--- config.mk ---
export PLATFORM = sky130hd
export DESIGN_NAME = regfile_wb_arbiter
export DESIGN_NICKNAME = d
export VERILOG_FILES = /design/src/rtl/regfile_wb_arbiter_pkg.sv /design/src/rtl/regfile_wb_arbiter_rr_arbiter_2.sv /design/src/rtl/regfile_wb_arbiter.sv
export SDC_FILE = /design/constraint.sdc
export NUM_CORES = 1
export LEC_CHECK = 0
export ABC_AREA = 1
export BUFFER_PORTS_ARGS = -buffer_cell sky130_fd_sc_hd__buf_2
export CAP_MARGIN = 30
export CORE_MARGIN = 2
export CORE_UTILIZATION = 45
export CTS_CLUSTER_DIAMETER = 40
export CTS_CLUSTER_SIZE = 16
export DETAILED_ROUTE_END_ITERATION = 16
export PLACE_DENSITY = 0.9
export SETUP_SLACK_MARGIN = 0.02
export SYNTH_ARGS = -nofsm -noshare
export SYNTH_HDL_FRONTEND = slang
export SYNTH_HIERARCHICAL = 1
export SYNTH_SLANG_ARGS = --single-unit
--- constraint.sdc ---
create_clock -name clk -period 2.2 [get_ports clk]
set_clock_uncertainty 0.2 [all_clocks]
set_input_delay 0.33 -clock clk [delete_from_list [all_inputs] [get_ports clk]]
set_output_delay 0.33 -clock clk [all_outputs]
set_load 0.02 [all_outputs]
--- src/rtl/regfile_wb_arbiter_pkg.sv ---
// ---------------------------------------------------------------------------
// regfile_wb_arbiter_pkg
//
// Purpose:
//   Shared definitions for the register-file writeback arbiter slice.
//   Holds the register-file geometry, the FSM state encoding, the requester
//   port indices, and a small struct/helper used to carry a selected write.
//
// Contents:
//   NUM_REGS, REG_ID_W, DATA_W  register-file geometry
//   INIT, RUN                   FSM state encoding (1 bit)
//   PORT_ALU, PORT_MEM          requester indices into valid/grant vectors
//   INIT_LAST                   last sweep pointer value, sized for initPtr
//   wbWrite_t                   destination register + data pair
//   pickWrite()                 selects the granted requester's pair
// ---------------------------------------------------------------------------
package regfile_wb_arbiter_pkg;

    localparam int NUM_REGS = 16;
    localparam int REG_ID_W = $clog2(NUM_REGS);
    localparam int DATA_W   = 16;

    localparam logic [0:0] INIT = 1'b0;
    localparam logic [0:0] RUN  = 1'b1;

    localparam int PORT_ALU = 0;
    localparam int PORT_MEM = 1;

    // The sweep pointer is one bit wider than a register index so the
    // terminal comparison never has to rely on wrap-around.
    localparam logic [REG_ID_W:0] INIT_LAST = (REG_ID_W+1)'(NUM_REGS - 1);

    typedef struct packed {
        logic [REG_ID_W-1:0] dst;
        logic [DATA_W-1:0]   data;
    } wbWrite_t;

    // Returns the write carried by the MEM port when it holds the grant,
    // otherwise the ALU port's write. Only meaningful when a grant exists.
    function automatic wbWrite_t pickWrite(
        input logic                memGranted,
        input logic [REG_ID_W-1:0] aluReg,
        input logic [DATA_W-1:0]   aluData,
        input logic [REG_ID_W-1:0] memReg,
        input logic [DATA_W-1:0]   memData
    );
        wbWrite_t w;
        if (memGranted) begin
            w.dst  = memReg;
            w.data = memData;
        end else begin
            w.dst  = aluReg;
            w.data = aluData;
        end
        return w;
    endfunction

endpackage

--- src/rtl/regfile_wb_arbiter_rr_arbiter_2.sv ---
// ---------------------------------------------------------------------------
// rr_arbiter_2
//
// Purpose:
//   Two-way round-robin arbiter, purely combinational. A lone requester is
//   always granted; when both request, the port that did not win most
//   recently is granted. At most one grant bit is ever high.
//
// Ports:
//   valid [1:0]  in   request vector, index PORT_ALU / PORT_MEM
//   last         in   index of the port that won the previous transfer
//   grant [1:0]  out  one-hot (or zero) grant vector
// ---------------------------------------------------------------------------
module rr_arbiter_2
    import regfile_wb_arbiter_pkg::*;
(
    input  logic [1:0] valid,
    input  logic       last,
    output logic [1:0] grant
);

    // The ALU wins if it is alone, or if both request and the MEM port
    // was the previous winner; the MEM port wins symmetrically.
    always_comb begin
        grant = 2'b00;
        grant[PORT_ALU] = valid[PORT_ALU] & (~valid[PORT_MEM] | last);
        grant[PORT_MEM] = valid[PORT_MEM] & (~valid[PORT_ALU] | ~last);
    end

endmodule

--- src/rtl/regfile_wb_arbiter.sv ---
// ---------------------------------------------------------------------------
// regfile_wb_arbiter
//
// Purpose:
//   Owns the single write port of the 16x16 register file. After reset it
//   sweeps zero into every register, then shares the write port between
//   the ALU (port 0) and MEM (port 1) writeback requesters with round-robin
//   arbitration and a valid/ready handshake. All write-port outputs are
//   registered; an accept in cycle t shows up on the write port in t+1.
//
// Ports:
//   clk, rst                  clock, synchronous active-high reset
//   req0_valid/reg/data       ALU writeback request
//   req0_ready                ALU accepted this cycle (combinational)
//   req1_valid/reg/data       MEM writeback request
//   req1_ready                MEM accepted this cycle (combinational)
//   rf_write_reg              register-file WriteReg
//   rf_dst_reg                register-file DstReg
//   rf_dst_data               register-file DstData
//   init_done                 high once the zero sweep has completed
//
// Configuration:
//   REGFILE_WB_ARB_R0_DISCARD_EN  when defined, accepted writes to R0 are
//   dropped after the sweep: no write strobe, and DstReg/DstData keep their
//   previous values so the bypass can never present non-zero data for R0.
// ---------------------------------------------------------------------------
module regfile_wb_arbiter
    import regfile_wb_arbiter_pkg::*;
(
    input  logic                clk,
    input  logic                rst,
    input  logic                req0_valid,
    input  logic [REG_ID_W-1:0] req0_reg,
    input  logic [DATA_W-1:0]   req0_data,
    output logic                req0_ready,
    input  logic                req1_valid,
    input  logic [REG_ID_W-1:0] req1_reg,
    input  logic [DATA_W-1:0]   req1_data,
    output logic                req1_ready,
    output logic                rf_write_reg,
    output logic [REG_ID_W-1:0] rf_dst_reg,
    output logic [DATA_W-1:0]   rf_dst_data,
    output logic                init_done
);

    logic [0:0]          state;
    logic [REG_ID_W:0]   initPtr;
    logic                rrLast;
    logic [1:0]          validRun;
    logic [1:0]          grant;
    logic                transfer;
    logic                discardR0;
    wbWrite_t            selWrite;

    // Requests are invisible to the arbiter during the sweep, which keeps
    // both ready outputs low until the register file has been cleared.
    always_comb begin
        validRun = 2'b00;
        if (state == RUN) begin
            validRun[PORT_ALU] = req0_valid;
            validRun[PORT_MEM] = req1_valid;
        end
    end

    rr_arbiter_2 arbiter (
        .valid (validRun),
        .last  (rrLast),
        .grant (grant)
    );

    assign req0_ready = grant[PORT_ALU];
    assign req1_ready = grant[PORT_MEM];
    assign transfer   = |grant;

    // The selected pair is only consumed when a transfer happens, so the
    // fallback to the ALU port when nothing is granted is harmless.
    assign selWrite = pickWrite(grant[PORT_MEM], req0_reg, req0_data,
                                req1_reg, req1_data);

    // An R0 write is still handshaken normally (the requester must see it
    // retire) but never reaches the write port when discard is enabled.
`ifdef REGFILE_WB_ARB_R0_DISCARD_EN
    assign discardR0 = (selWrite.dst == '0);
`else
    assign discardR0 = 1'b0;
`endif

    // init_done mirrors the FSM state; it is a flop output by construction.
    assign init_done = (state == RUN);

    // Sweep and writeback sequencing. In INIT the output registers walk
    // through every register with zero data. In RUN they either capture
    // the granted write or drop the strobe while holding DstReg/DstData:
    // the register file bypasses on DstReg without looking at WriteReg,
    // and the held pair always matches what was last committed.
    always_ff @(posedge clk) begin
        if (rst) begin
            state        <= INIT;
            initPtr      <= '0;
            rrLast       <= 1'b1;
            rf_write_reg <= 1'b0;
            rf_dst_reg   <= '0;
            rf_dst_data  <= '0;
        end else if (state == INIT) begin
            rf_write_reg <= 1'b1;
            rf_dst_reg   <= initPtr[REG_ID_W-1:0];
            rf_dst_data  <= '0;
            initPtr      <= initPtr + 1'b1;
            if (initPtr == INIT_LAST) begin
                state <= RUN;
            end
        end else begin
            if (transfer) begin
                rrLast <= grant[PORT_MEM];
                if (discardR0) begin
                    rf_write_reg <= 1'b0;
                end else begin
                    rf_write_reg <= 1'b1;
                    rf_dst_reg   <= selWrite.dst;
                    rf_dst_data  <= selWrite.data;
                end
            end else begin
                rf_write_reg <= 1'b0;
            end
        end
    end

endmodule

* Word-level counts from Yosys, hierarchy flattened
Cells that the tools add are included.
Storage, ports and cells: register bits after elaboration 28, bits of input ports 44, logic and storage cells 28, output and inout bits 24
Cells by class: reductions and logical operators 3, multiplexer cells 8, bitwise gates (word level) 8, $add $sub $neg 1, equality and inequality tests 2
Operator list (count):
- $mux 20 | 1
- $mux 4 | 2
- $add 5x1->5 const B | 1
- $eq 5x4->1 const B | 1
- $mux 1 | 4
- $not 1->1 | 4
- $reduce_or 2->1 | 2
- $and 1x1->1 | 2
- $mux 2 | 1
- $ne 2x1->1 const B | 1
- $or 1x1->1 | 2
- $reduce_and 2->1 | 1

* Longest topological paths before layout
Gate-level depths: netlist of run 1.
depth after elaboration 7, gate-level depth with buffers 12, mapped depth without buffers 10

* Cells and area by module
The synthesis of run 1 kept the hierarchy.
Modules (own cells, without submodules):
- regfile_wb_arbiter | cells an instance 214, instances 1, sequential area each 560.5 µm², area each 1371.3 µm²
- rr_arbiter_2 | cells an instance 4, instances 1, sequential area each 0.0 µm², area each 27.5 µm²

* Worst setup path before layout of run 1
No wires, ideal clock.
path kind register to register, start point register state (netlist: init_done), end point register rrLast, library setup time 0.129 ns, cell stages (with the launch flop) 9, data required time 1.871 ns, arrival time 1.859 ns, period minus slack after synthesis 2.188 ns, path slack 0.012 ns, path buffers 2, cells stage by stage dfxtp_1 -> clkbuf_1 -> nand2_1 -> inv_1 -> a21boi_2 -> nor2_4 -> buf_6 -> o21ai_0 -> o211ai_1
On the way: elaborated cells between the ends (all ways) 9, those cells by class 1 x mux; 6 x bitwise; 2 x reduce/logical
RTL lines:
- start, declared | line regfile_wb_arbiter.sv:46 | logic [0:0] state;
- start signal, assigned | line regfile_wb_arbiter.sv:98 | state <= INIT;
- start signal, assigned | line regfile_wb_arbiter.sv:110 | state <= RUN;
- $mux 2 (*) | line regfile_wb_arbiter.sv:59 | if (state == RUN) begin
- net validRun[1] | line regfile_wb_arbiter.sv:49 | logic [1:0] validRun;
- $and 1x1->1 (*) | line regfile_wb_arbiter_rr_arbiter_2.sv:27 | grant[PORT_MEM] = valid[PORT_MEM] & (~valid[PORT_ALU] | ~last);
- net req1_ready | line regfile_wb_arbiter.sv:39 | output logic req1_ready,
- $reduce_or 2->1 | line regfile_wb_arbiter.sv:73 | assign transfer = |grant;
- $reduce_and 2->1 (no source line)
- end signal, assigned | line regfile_wb_arbiter.sv:114 | rrLast <= grant[PORT_MEM];
- end, declared | line regfile_wb_arbiter.sv:48 | logic rrLast;
The timed path passes the listed nets; every way through them passes the cells marked *. A chain may end at the register's enable or synchronous reset.

* Final worst setup path of run 1
start point register state (netlist: init_done), end point output port req0_ready
On the way: elaborated cells between the ends (all ways) 4, those cells by class 1 x mux; 3 x bitwise
RTL lines:
- $mux 2 | line regfile_wb_arbiter.sv:59
- net validRun[0] | line regfile_wb_arbiter.sv:49
- $and 1x1->1 | line regfile_wb_arbiter_rr_arbiter_2.sv:26 | grant[PORT_ALU] = valid[PORT_ALU] & (~valid[PORT_MEM] | last);
- end, declared | line regfile_wb_arbiter.sv:35 | output logic req0_ready,
The timed path passes the listed nets, and every way through them passes these cells.

==> results of run 1 <==
[placed cells by master, fill, tap and decap left out]
cell type / n
o21ai_0: 4
nor2_4: 2
nor3_1: 3
a21boi_4: 1
nor2_2: 2
buf_4: 5
ha_1: 2
inv_1: 33
nor2_1: 17
a21oi_2: 1
a21oi_1: 3
nand3_1: 20
clkbuf_8: 1
nand2_1: 91
nand4_1: 1
dfxtp_1: 28
clkbuf_4: 3
o211ai_1: 1
buf_2: 67
[tightest hold or removal path, cell delays in order]
cell and delay, ns:
buf_2 0.08, nand2_1 0.04, nand3_1 0.06, nand2_1 0.04, inv_1 0.04
[routing by layer]
metal  global-route usage, %  vias up  part of all wire (%)
met5                       0        -                     0
met4                   8.571        0                  0.98
met3                   3.680        3                   5.5
met2                   26.86       41                    48
met1                   20.85      624                    46
li1                        -      786                     -
[worst paths after layout]
path | endpoint | slack [ns] | depth (start not counted)
max reg2reg | rf_dst_reg[2] | 0.27 | 10
max | req0_ready | 0.25 | 5
min | rf_dst_data[0] | 0.06 | 5
min reg2reg | initPtr[3] | 0.33 | 2
[power groups by stage]
| stage | logic (mW) | registers, mW | clock network [mW] |
|---|---|---|---|
| 2_1_floorplan | 0.0231 | 0.537 | 0 |
| 3_3_place_gp | 0.0720 | 0.533 | 0 |
| 3_5_place_dp | 0.0727 | 0.534 | 0 |
| 4_1_cts | 0.0732 | 0.523 | 0.252 |
| 5_1_grt | 0.0804 | 0.524 | 0.276 |
| 6_report | 0.0727 | 0.523 | 0.253 |
[kinds of logic after synthesis]
| kind of cell | after synthesis | synth area share, % |
|---|---|---|
| and+or+nand+nor | 136 | 40.16 |
| buffers and inverters | 42 | 13.51 |
| DFF | 28 | 40.07 |
| AOI/OAI and AO/OA | 10 | 4.472 |
| adders and majority gates | 2 | 1.789 |
[synthesized netlist by cell type, types with 2 or more instances]
cell / n / area [um^2]
nand3_1: 20 / 100.1
nor2_4: 2 / 22.52
dfxtp_1: 28 / 560.5
nor2_2: 2 / 12.51
nand2_1: 91 / 341.6
a21oi_1: 3 / 15.01
nor3_1: 3 / 15.01
nor2_1: 17 / 63.81
ha_1: 2 / 25.02
buf_6: 3 / 33.78
buf_2: 4 / 20.02
inv_1: 33 / 123.9
o21ai_0: 4 / 20.02
[layout make-up]
type                    count  area [um^2]
inverters                  33        123.9
clock buffers               4        36.28
repair buffers             72        372.9
fillers                   285         1211
multi-input cells         148        656.9
flip-flops and latches     28        560.5
well taps                  33        41.29
[stage by stage]
| stage | worst slack, ns | power, mW | hold slack, ns |
|---|---|---|---|
| 5_1_grt | 0.1261 | 0.8810 | 0.06739 |
| 3_3_place_gp | 0.3142 | 0.6055 | 0.2987 |
| 4_1_cts | 0.03848 | 0.8482 | 0.06739 |
| 2_1_floorplan | 0.02210 | 0.5606 | 0.2910 |
| 3_5_place_dp | 0.2431 | 0.6063 | 0.3045 |
| 6_report | 0.2525 | 0.8488 | 0.06460 |
[timing repair]
action / in CTS / in global routing
resized for setup: 0 / 0
hold buffers: 0 / 0
hold endpoints to repair: 0 / 0
setup endpoints to repair: 0 / 1
buffers inserted: 0 / 3
==> flow_summary.yaml, run 1 <==
place:
  dp_cells: 311
  postPlaceCellArea_um2: 1733
  gp_congestion: 0.8419
  dp_hpwl_um: 2272
  port_buffers: 67
worst_setup_path:
  r2r-start: "init_done"
  critPathLaunch: "init_done"
  arrival_ns: 1.42
  worstSetupStartpointType: "flip-flop"
  cp_num_buf_inv: 3
  slowest_delay_ns: 0.42
  cp_top_family: "flip-flops"
  cp_slowest_cell: "dfxtp_1"
  required_ns: 1.67
  critPathMaxFanout: 4
  crit_top_cell: "inv_1"
  worst-setup-path-type: "reg2out"
  worstSetupEndpointType: "output pin"
  crit_chain: "nand2_1 > inv_1 > inv_1 > a21oi_2 > buf_2"
cts:
  clk_pin_slew_ns: 0.15
  cts_root_buf: "clkbuf_4"
  clock_latency_ns: 0.33
  cts_tree: "done"
  cts_made_buffers: 3
  max-clock-path-buffers: 2
  clkSinkCount: 28
  htree_num_levels: 1
status:
  status: "finished, final reports clean"
layout:
  insertedDiodeCount: 0
  drive_gt1_share_pct: 28.77
  syn_to_final_growth_pct: 28.09
  final_nets: 332
  largest_reg_flops: 16
  instances_no_fill: 318
  final_area_um2: 1792
  final_util_pct: 59.67
synthesis:
  syn_nets: 264
  ys_async_sr_fraction_pct: 0
  yosys_warnings: 6
  syn_area_per_cell_um2: 6.417
  seq_area_frac_synth_pct: 40.07
  netlist_instances: 218
  synth_edf_count: 0
  syn-cell-area_um2: 1399
  ys_seq_elements: 28
  ys.flop_type: "dfxtp_1"
  synth_cell_types: 19
floorplanning:
  initial_core_util_pct: 46.58
  core_area_um2: 3003
  die_h_um: 59.76
  num_rows: 20
  die-area_um2: 3571
  die_w_um: 59.76
  ios: 68
timing:
  hold_viol: 0
  max_freq_mhz: 513.5
  tightest_slew_ns: 0.6206
  slew_headroom_pct: 58.58
  drv_slew: 0
  fin_setup_tns_ns: 0
  rsz0062_at_grt: "no"
  finalCritPeriodShare_pct: 88.52
  fin_crit_ns: 1.948
  setup_viol: 0
route:
  drtPass1Iterations: 4
  drc: 0
  vias_per_cell: 4.572
  drtIter0Drc: 63
  wl_um: 3067
  post_drt_wl_per_cell_um: 9.645
  vias: 1454
  detail-route-antenna-nets: 0
pwr:
  p_sw_share_pct: 22.64
  pwr-share-seq_pct: 61.6
  p_sw_uw: 192.1
  pwr-share-clk_pct: 29.8
  ir_worst_vdd_v: 0.0001937
  internal_power_uw: 656.6
  p_leak_nw: 1.098
  p_comb_share_pct: 8.6
  power-per-cell-area_nw_per_um2: 473.7
global_route:
  antenna_found_initial: 0
  grt_pass1_vias: 1112
  grt_pass1_wl_um: 4526
  grt_overflow_total: 0
  grt_max_degree: 24
  grt.total_usage_pct: 16.72
hold_path:
  hp-start: "req0_data[0]"
  hold_path_class: "in2reg"
run:
  maxCapViolCount: 0
Power figures use the tool's default switching activity.
==> run 2, diff against run 1 <==
- CORE_UTILIZATION: 45 -> 46
- MAX_ROUTING_LAYER: not set -> met4
- PLACE_DENSITY: 0.9 -> 0.91
- SYNTH_HIERARCHICAL: 1 -> not set
==> run 2 against run 1 <==
- sequential power about the same
- combinational power rose by 19%
- cell area is 3.1% higher
- synthesized area rose by 3.7%
- clock power shrank 21%
- non-clock buffer count is 2 lower
- critical path type unchanged
- largest power group unchanged
==> flow_summary.yaml, run 2 <==
synthesis:
  yosys_warnings: 0
  synth.area.mux_share_pct: 0
  synth_top_area_share_pct: 38.65
  synthAdderAreaFrac_pct: 1.726
  ys.flop_type: "dfxtp_1"
  netlist_instances: 234
  synth_edf_count: 0
  yosysMostFrequentCell: "nand2_1"
  synth_largest_area_cell: "dfxtp_1"
  ys_async_sr_fraction_pct: 0
  syn_area_per_cell_um2: 6.197
  seq_area_frac_synth_pct: 38.65
  synth_compound_area_share_pct: 8.973
  synth-simple-area-share_pct: 32.36
  syn-cell-area_um2: 1450
  synth_cell_types: 16
  synth_area_leaders: "dfxtp_1 39%, nand2_1 15%, inv_1 14%"
  synth_top_family_by_area: "simple AND/OR/NAND/NOR gates"
  syn_nets: 280
  synth-xor-area-share_pct: 0
  yosys-top-cells-count: "58 x nand2_1, 54 x inv_1, 28 x dfxtp_1, 27 x nand3_1, 19 x nor2_1"
  ys_seq_elements: 28
route:
  drc: 0
  detail-route-antenna-nets: 0
  drtPass1Iterations: 4
  vias: 1516
  vias_per_cell: 4.433
  wl_um: 3175
  post_drt_wl_per_cell_um: 9.284
  drtIter0Drc: 71
cts:
  clkSinkCount: 28
  cts_root_buf: "clkbuf_4"
  cts_made_buffers: 3
  clock_latency_ns: 0.31
  cts_tree: "done"
  max-clock-path-buffers: 2
  clk_pin_slew_ns: 0.14
  htree_num_levels: 1
timing:
  rsz0062_at_grt: "no"
  tightest_slew_ns: 0.5969
  setup_viol: 0
  max_freq_mhz: 513.3
  slew_headroom_pct: 60.16
  fin_setup_tns_ns: 0
  fin_crit_ns: 1.948
  finalCritPeriodShare_pct: 88.55
  hold_viol: 0
  drv_slew: 0
worst_setup_path:
  worstSetupEndpointType: "output pin"
  worstSetupStartpointType: "flip-flop"
  arrival_ns: 1.42
  slowest_delay_ns: 0.49
  rrSetupSlack_ns: 0.53
  worst-setup-path-type: "reg2out"
  cp_top_family: "flip-flops"
  reg2reg_depth: 6
  critPathMaxFanout: 14
  cp_num_buf_inv: 3
  crit_chain: "nand2_2 > inv_2 > nand2_2 > inv_2 > buf_2"
  r2r-start: "init_done"
  reg2reg_to: "rf_dst_data[2]"
  cp_slowest_cell: "dfxtp_2"
  required_ns: 1.67
floorplanning:
  die_h_um: 60.15
  die_w_um: 60.15
  num_rows: 20
  ios: 68
  initial_core_util_pct: 47.89
  die-area_um2: 3617
  core_area_um2: 3028
global_route:
  grt_pass1_wl_um: 5382
  antenna_found_initial: 0
  grt_pass1_vias: 1370
  grt_max_degree: 22
  grt.total_usage_pct: 19.95
  grt_overflow_total: 0
place:
  port_buffers: 67
  dp_hpwl_um: 2470
  gp_congestion: 0.8671
pwr:
  ir_worst_vdd_v: 0.0002680
  power-per-cell-area_nw_per_um2: 437.9
  p_leak_nw: 1.174
hold_path:
  hold_depth: 2
  min_to: "rf_dst_reg[0]"
  hold_path_class: "in2reg"
  hp-start: "rst"
layout:
  final_util_pct: 61.03
  final_cell_mix: "67 x buf_2, 58 x nand2_1, 54 x inv_1"
  syn_to_final_growth_pct: 27.44
  largest_reg_flops: 16
  final.fill_count: 301
  insertedDiodeCount: 0
  final_nets: 346
  drive_gt1_share_pct: 27.18
  final_common_cell: "buf_2"
status:
  status: "finished, final reports clean"
run:
  maxCapViolCount: 0
==> run 2: cell count changes in the layout (fill, tap and decap cells not counted), moves of 4 or more <==
cell	change
o21ai_0	+9
nand2_1	-33
nand3_1	+7
o21ai_1	+6
inv_1	+21
a21oi_1	+4
==> run 2: kinds of logic after synthesis <==
logic type | after synthesis
buf+inv | 66
flops | 28
simple gates | 112
compound gates | 26
fa+ha+maj | 2
==> run 2: what timing repair did <==
action | in CTS | in global routing
endpoints found under the hold margin | 0 | 0
buffers inserted | 0 | 0
setup endpoints to repair | 0 | 1
resized for setup | 0 | 1
hold buffers | 0 | 0
==> run 2: worst max-delay path by stage <==
stage,depth (start not counted),end,from,slack (ns)
6_report,5,req1_ready,init_done,0.25
5_1_grt,5,req1_ready,init_done,0.12
4_1_cts,5,req1_ready,init_done,0.06
3_5_place_dp,7,rf_dst_data[12],init_done,0.43
3_3_place_gp,6,rf_dst_data[4],init_done,0.46
2_1_floorplan,5,req1_ready,init_done,0.64
==> run 2: cell type report <==
class | count | area (um^2) | share of cell area, %
inverters | 57 | 214.0 | 11.58
multi-input cells | 140 | 624.3 | 33.78
repair buffers | 70 | 370.4 | 20.04
well taps | 44 | 55.05 | 2.979
flip-flops and latches | 28 | 561.8 | 30.40
clock buffers | 3 | 22.52 | 1.219
==> run 2: worst register-to-register path: cells and delay by family, from the launching register on <==
family                 cells  cell delay, ns
DFF                        1            0.49
AOI/OAI and AO/OA          1            0.18
buffers and inverters      3            0.23
and+or+nand+nor            2            0.54
==> run 2: routing by layer <==
metal  vias up  share of wire, %  GRT usage, %
met4         0               2.3         9.206
met1       628                46         23.45
li1        829                 -             -
met3         9               6.2         2.597
met5         -                 0             -
met2        50                45         33.54
==> run 2: per-stage QoR <==
| stage | hold slack, ns | power (mW) | cell area (um^2) | setup WS [ns] | instances |
|---|---|---|---|---|---|
| floorplan | 0.2724 | 0.5701 | 1450 | 0.6431 | 234 |
| global placement | 0.2891 | 0.6161 | 1824 | 0.4601 | 339 |
| detailed placement | 0.2918 | 0.6190 | 1824 | 0.4293 | 339 |
| CTS | 0.06961 | 0.8201 | 1847 | 0.06266 | 342 |
| global route | 0.06116 | 0.8566 | 1848 | 0.1215 | 342 |
| finish | 0.07806 | 0.8093 | 1848 | 0.2518 | 342 |
==> run 2: report_power, final <==
part           internal [mW]  switching (mW)
clock                 0.0641           0.137
combinational         0.0439          0.0425
sequential             0.516         0.00569
total                  0.624           0.185
==> run 3, diff against run 2 <==
--- a/config.mk
+++ b/config.mk
@@ -15,2 +15,3 @@
 export DETAILED_ROUTE_END_ITERATION = 16
+export GPL_TIMING_DRIVEN = 0
 export MAX_ROUTING_LAYER = met4
==> constraint.sdc (replaced) <==
create_clock -name clk -period 2.2 [get_ports clk]
set_clock_uncertainty 0.2 [all_clocks]
set_input_delay 0.11 -clock clk [delete_from_list [all_inputs] [get_ports clk]]
set_output_delay 0.11 -clock clk [all_outputs]
set_load 0.02 [all_outputs]
==> run 3 against run 2 <==
- sequential share of layout area decreased by 5.8 points
- hold slack got worse by 0.039 ns
- highest routed layer unchanged
- wire length increased by 46%
- largest power group unchanged
- count of clock-buffer cells in the layout unchanged
- non-clock buffer count increased by 47
- setup slack got worse by 0.11 ns
- via count increased by 20%
- flip-flop and latch count unchanged
==> flow_summary.yaml, run 3 (synthesis results as in run 2) <==
worst_setup_path:
  worstSetupStartpointType: "flip-flop"
  worst-setup-path-type: "reg2reg"
  arrival_ns: 2.14
  critPathMaxFanout: 10
  required_ns: 2.28
  worstSetupEndpointType: "flip-flop"
  rrSetupSlack_ns: 0.14
cts:
  cts_made_buffers: 3
  cts_root_buf: "clkbuf_4"
  max-clock-path-buffers: 2
  clkSinkCount: 28
  clk_pin_slew_ns: 0.15
  htree_num_levels: 1
  cts_tree: "done"
  clock_latency_ns: 0.33
floorplanning:
  num_rows: 20
  die_h_um: 60.15
  ios: 68
  die-area_um2: 3617
  core_area_um2: 3028
  die_w_um: 60.15
  initial_core_util_pct: 47.89
timing:
  fin_setup_tns_ns: 0
  finalCritPeriodShare_pct: 93.71
  finalWorstSetupSlack_ns: 0.1383
  hold_viol: 0
  whs_ns: 0.03873
  fin_crit_ns: 2.062
  tightest_slew_ns: 0.2714
  drv_slew: 0
  setup_viol: 0
  slew_headroom_pct: 81.89
  rsz0062_at_grt: "no"
  max_freq_mhz: 485.0
route:
  drtIter0Drc: 66
  detail-route-antenna-nets: 0
  post_drt_wl_per_cell_um: 11.93
  vias_per_cell: 4.684
  drc: 0
  vias: 1822
  wl_um: 4639
  drtPass1Iterations: 6
layout:
  final_cell_mix: "73 x buf_2, 58 x nand2_1, 54 x inv_1"
  final_common_cell: "buf_2"
  insertedDiodeCount: 0
  final_nets: 393
  syn_to_final_growth_pct: 57.20
  largest_reg_flops: 16
  drive_gt1_share_pct: 24.93
  final_util_pct: 75.29
  final_area_um2: 2280
  instances_no_fill: 389
pwr:
  p_sw_uw: 203.8
  pwr-share-seq_pct: 61.1
  ir_worst_vdd_v: 0.0003179
  power-per-cell-area_nw_per_um2: 374.3
  p_sw_share_pct: 23.88
  internal_power_uw: 649.6
  pwr-share-clk_pct: 25.0
  p_leak_nw: 1.321
  p_comb_share_pct: 13.9
  total_power_uw: 853.4
global_route:
  grt_pass1_vias: 1837
  grt.total_usage_pct: 27.70
  antenna_found_initial: 0
  grt_max_degree: 15
  grt_pass1_wl_um: 7314
  grt_overflow_total: 0
run:
  maxCapViolCount: 0
place:
  postPlaceCellArea_um2: 1836
  dp_cells: 344
  gp_congestion: 0.8816
  pre_cts_ws_ns: 0.7252
  port_buffers: 66
  dp_hpwl_um: 2655
hold_path:
  hold_path_class: "in2reg"
status:
  status: "finished, final reports clean"
-- run 3: changes by cell type in the layout (fill, tap and decap cells not counted), sizes merged --
cell	change
buf	+4
clkbuf	+1
dlygate4sd3	+42
-- run 3: cell type report --
cell class                      instances  area, um^2
Buffer                                  9       51.30
Sequential cell                        28       561.8
Multi-Input combinational cell        140       624.3
Clock buffer                            3       22.52
Timing Repair Buffer                  108       750.7
Fill cell                             216       748.2
Inverter                               57       214.0
Tap cell                               44       55.05
-- run 3: power groups by stage --
| stage | registers (mW) | logic [mW] | clock network (mW) |
|---|---|---|---|
| floorplan | 0.536 | 0.0336 | 0 |
| finish | 0.521 | 0.119 | 0.213 |
| global route | 0.523 | 0.132 | 0.231 |
| global placement | 0.532 | 0.0828 | 0 |
| CTS | 0.521 | 0.115 | 0.211 |
| detailed placement | 0.532 | 0.0848 | 0 |
-- run 3: path summary, 6_finish.rpt --
kind / startpoint / endpoint / cells past startpoint
max: rrLast / rf_dst_data[1] / 8
min: req0_valid / rf_write_reg / 5
max reg2reg: rrLast / rf_dst_data[1] / 8
min reg2reg: initPtr[3] / initPtr[3] / 2
-- run 3: worst max-delay path: stages, from the launching register on --
cell           delay, ns
dfxtp_1             0.37
nand2_1             0.17
nand2_2             0.16
buf_2               0.23
nand2_1             0.10
nand3_1             0.08
dlygate4sd3_1       0.56
nand2_1             0.07
inv_1               0.07
-- run 3: what timing repair did --
action / CTS / global route
endpoints found under the hold margin: 23 / 0
resized for setup: 0 / 1
setup endpoints to repair: 0 / 11
setup buffers: 0 / 0
hold buffers: 42 / 0
-- run 3: routing by layer --
metal	vias to the layer above	part of all wire, %	global-route usage [%]
met4	0	3.3	13.65
met3	18	6.4	4.545
met5	-	0	-
met2	81	51	51.40
met1	804	39	27.53
li1	919	-	-
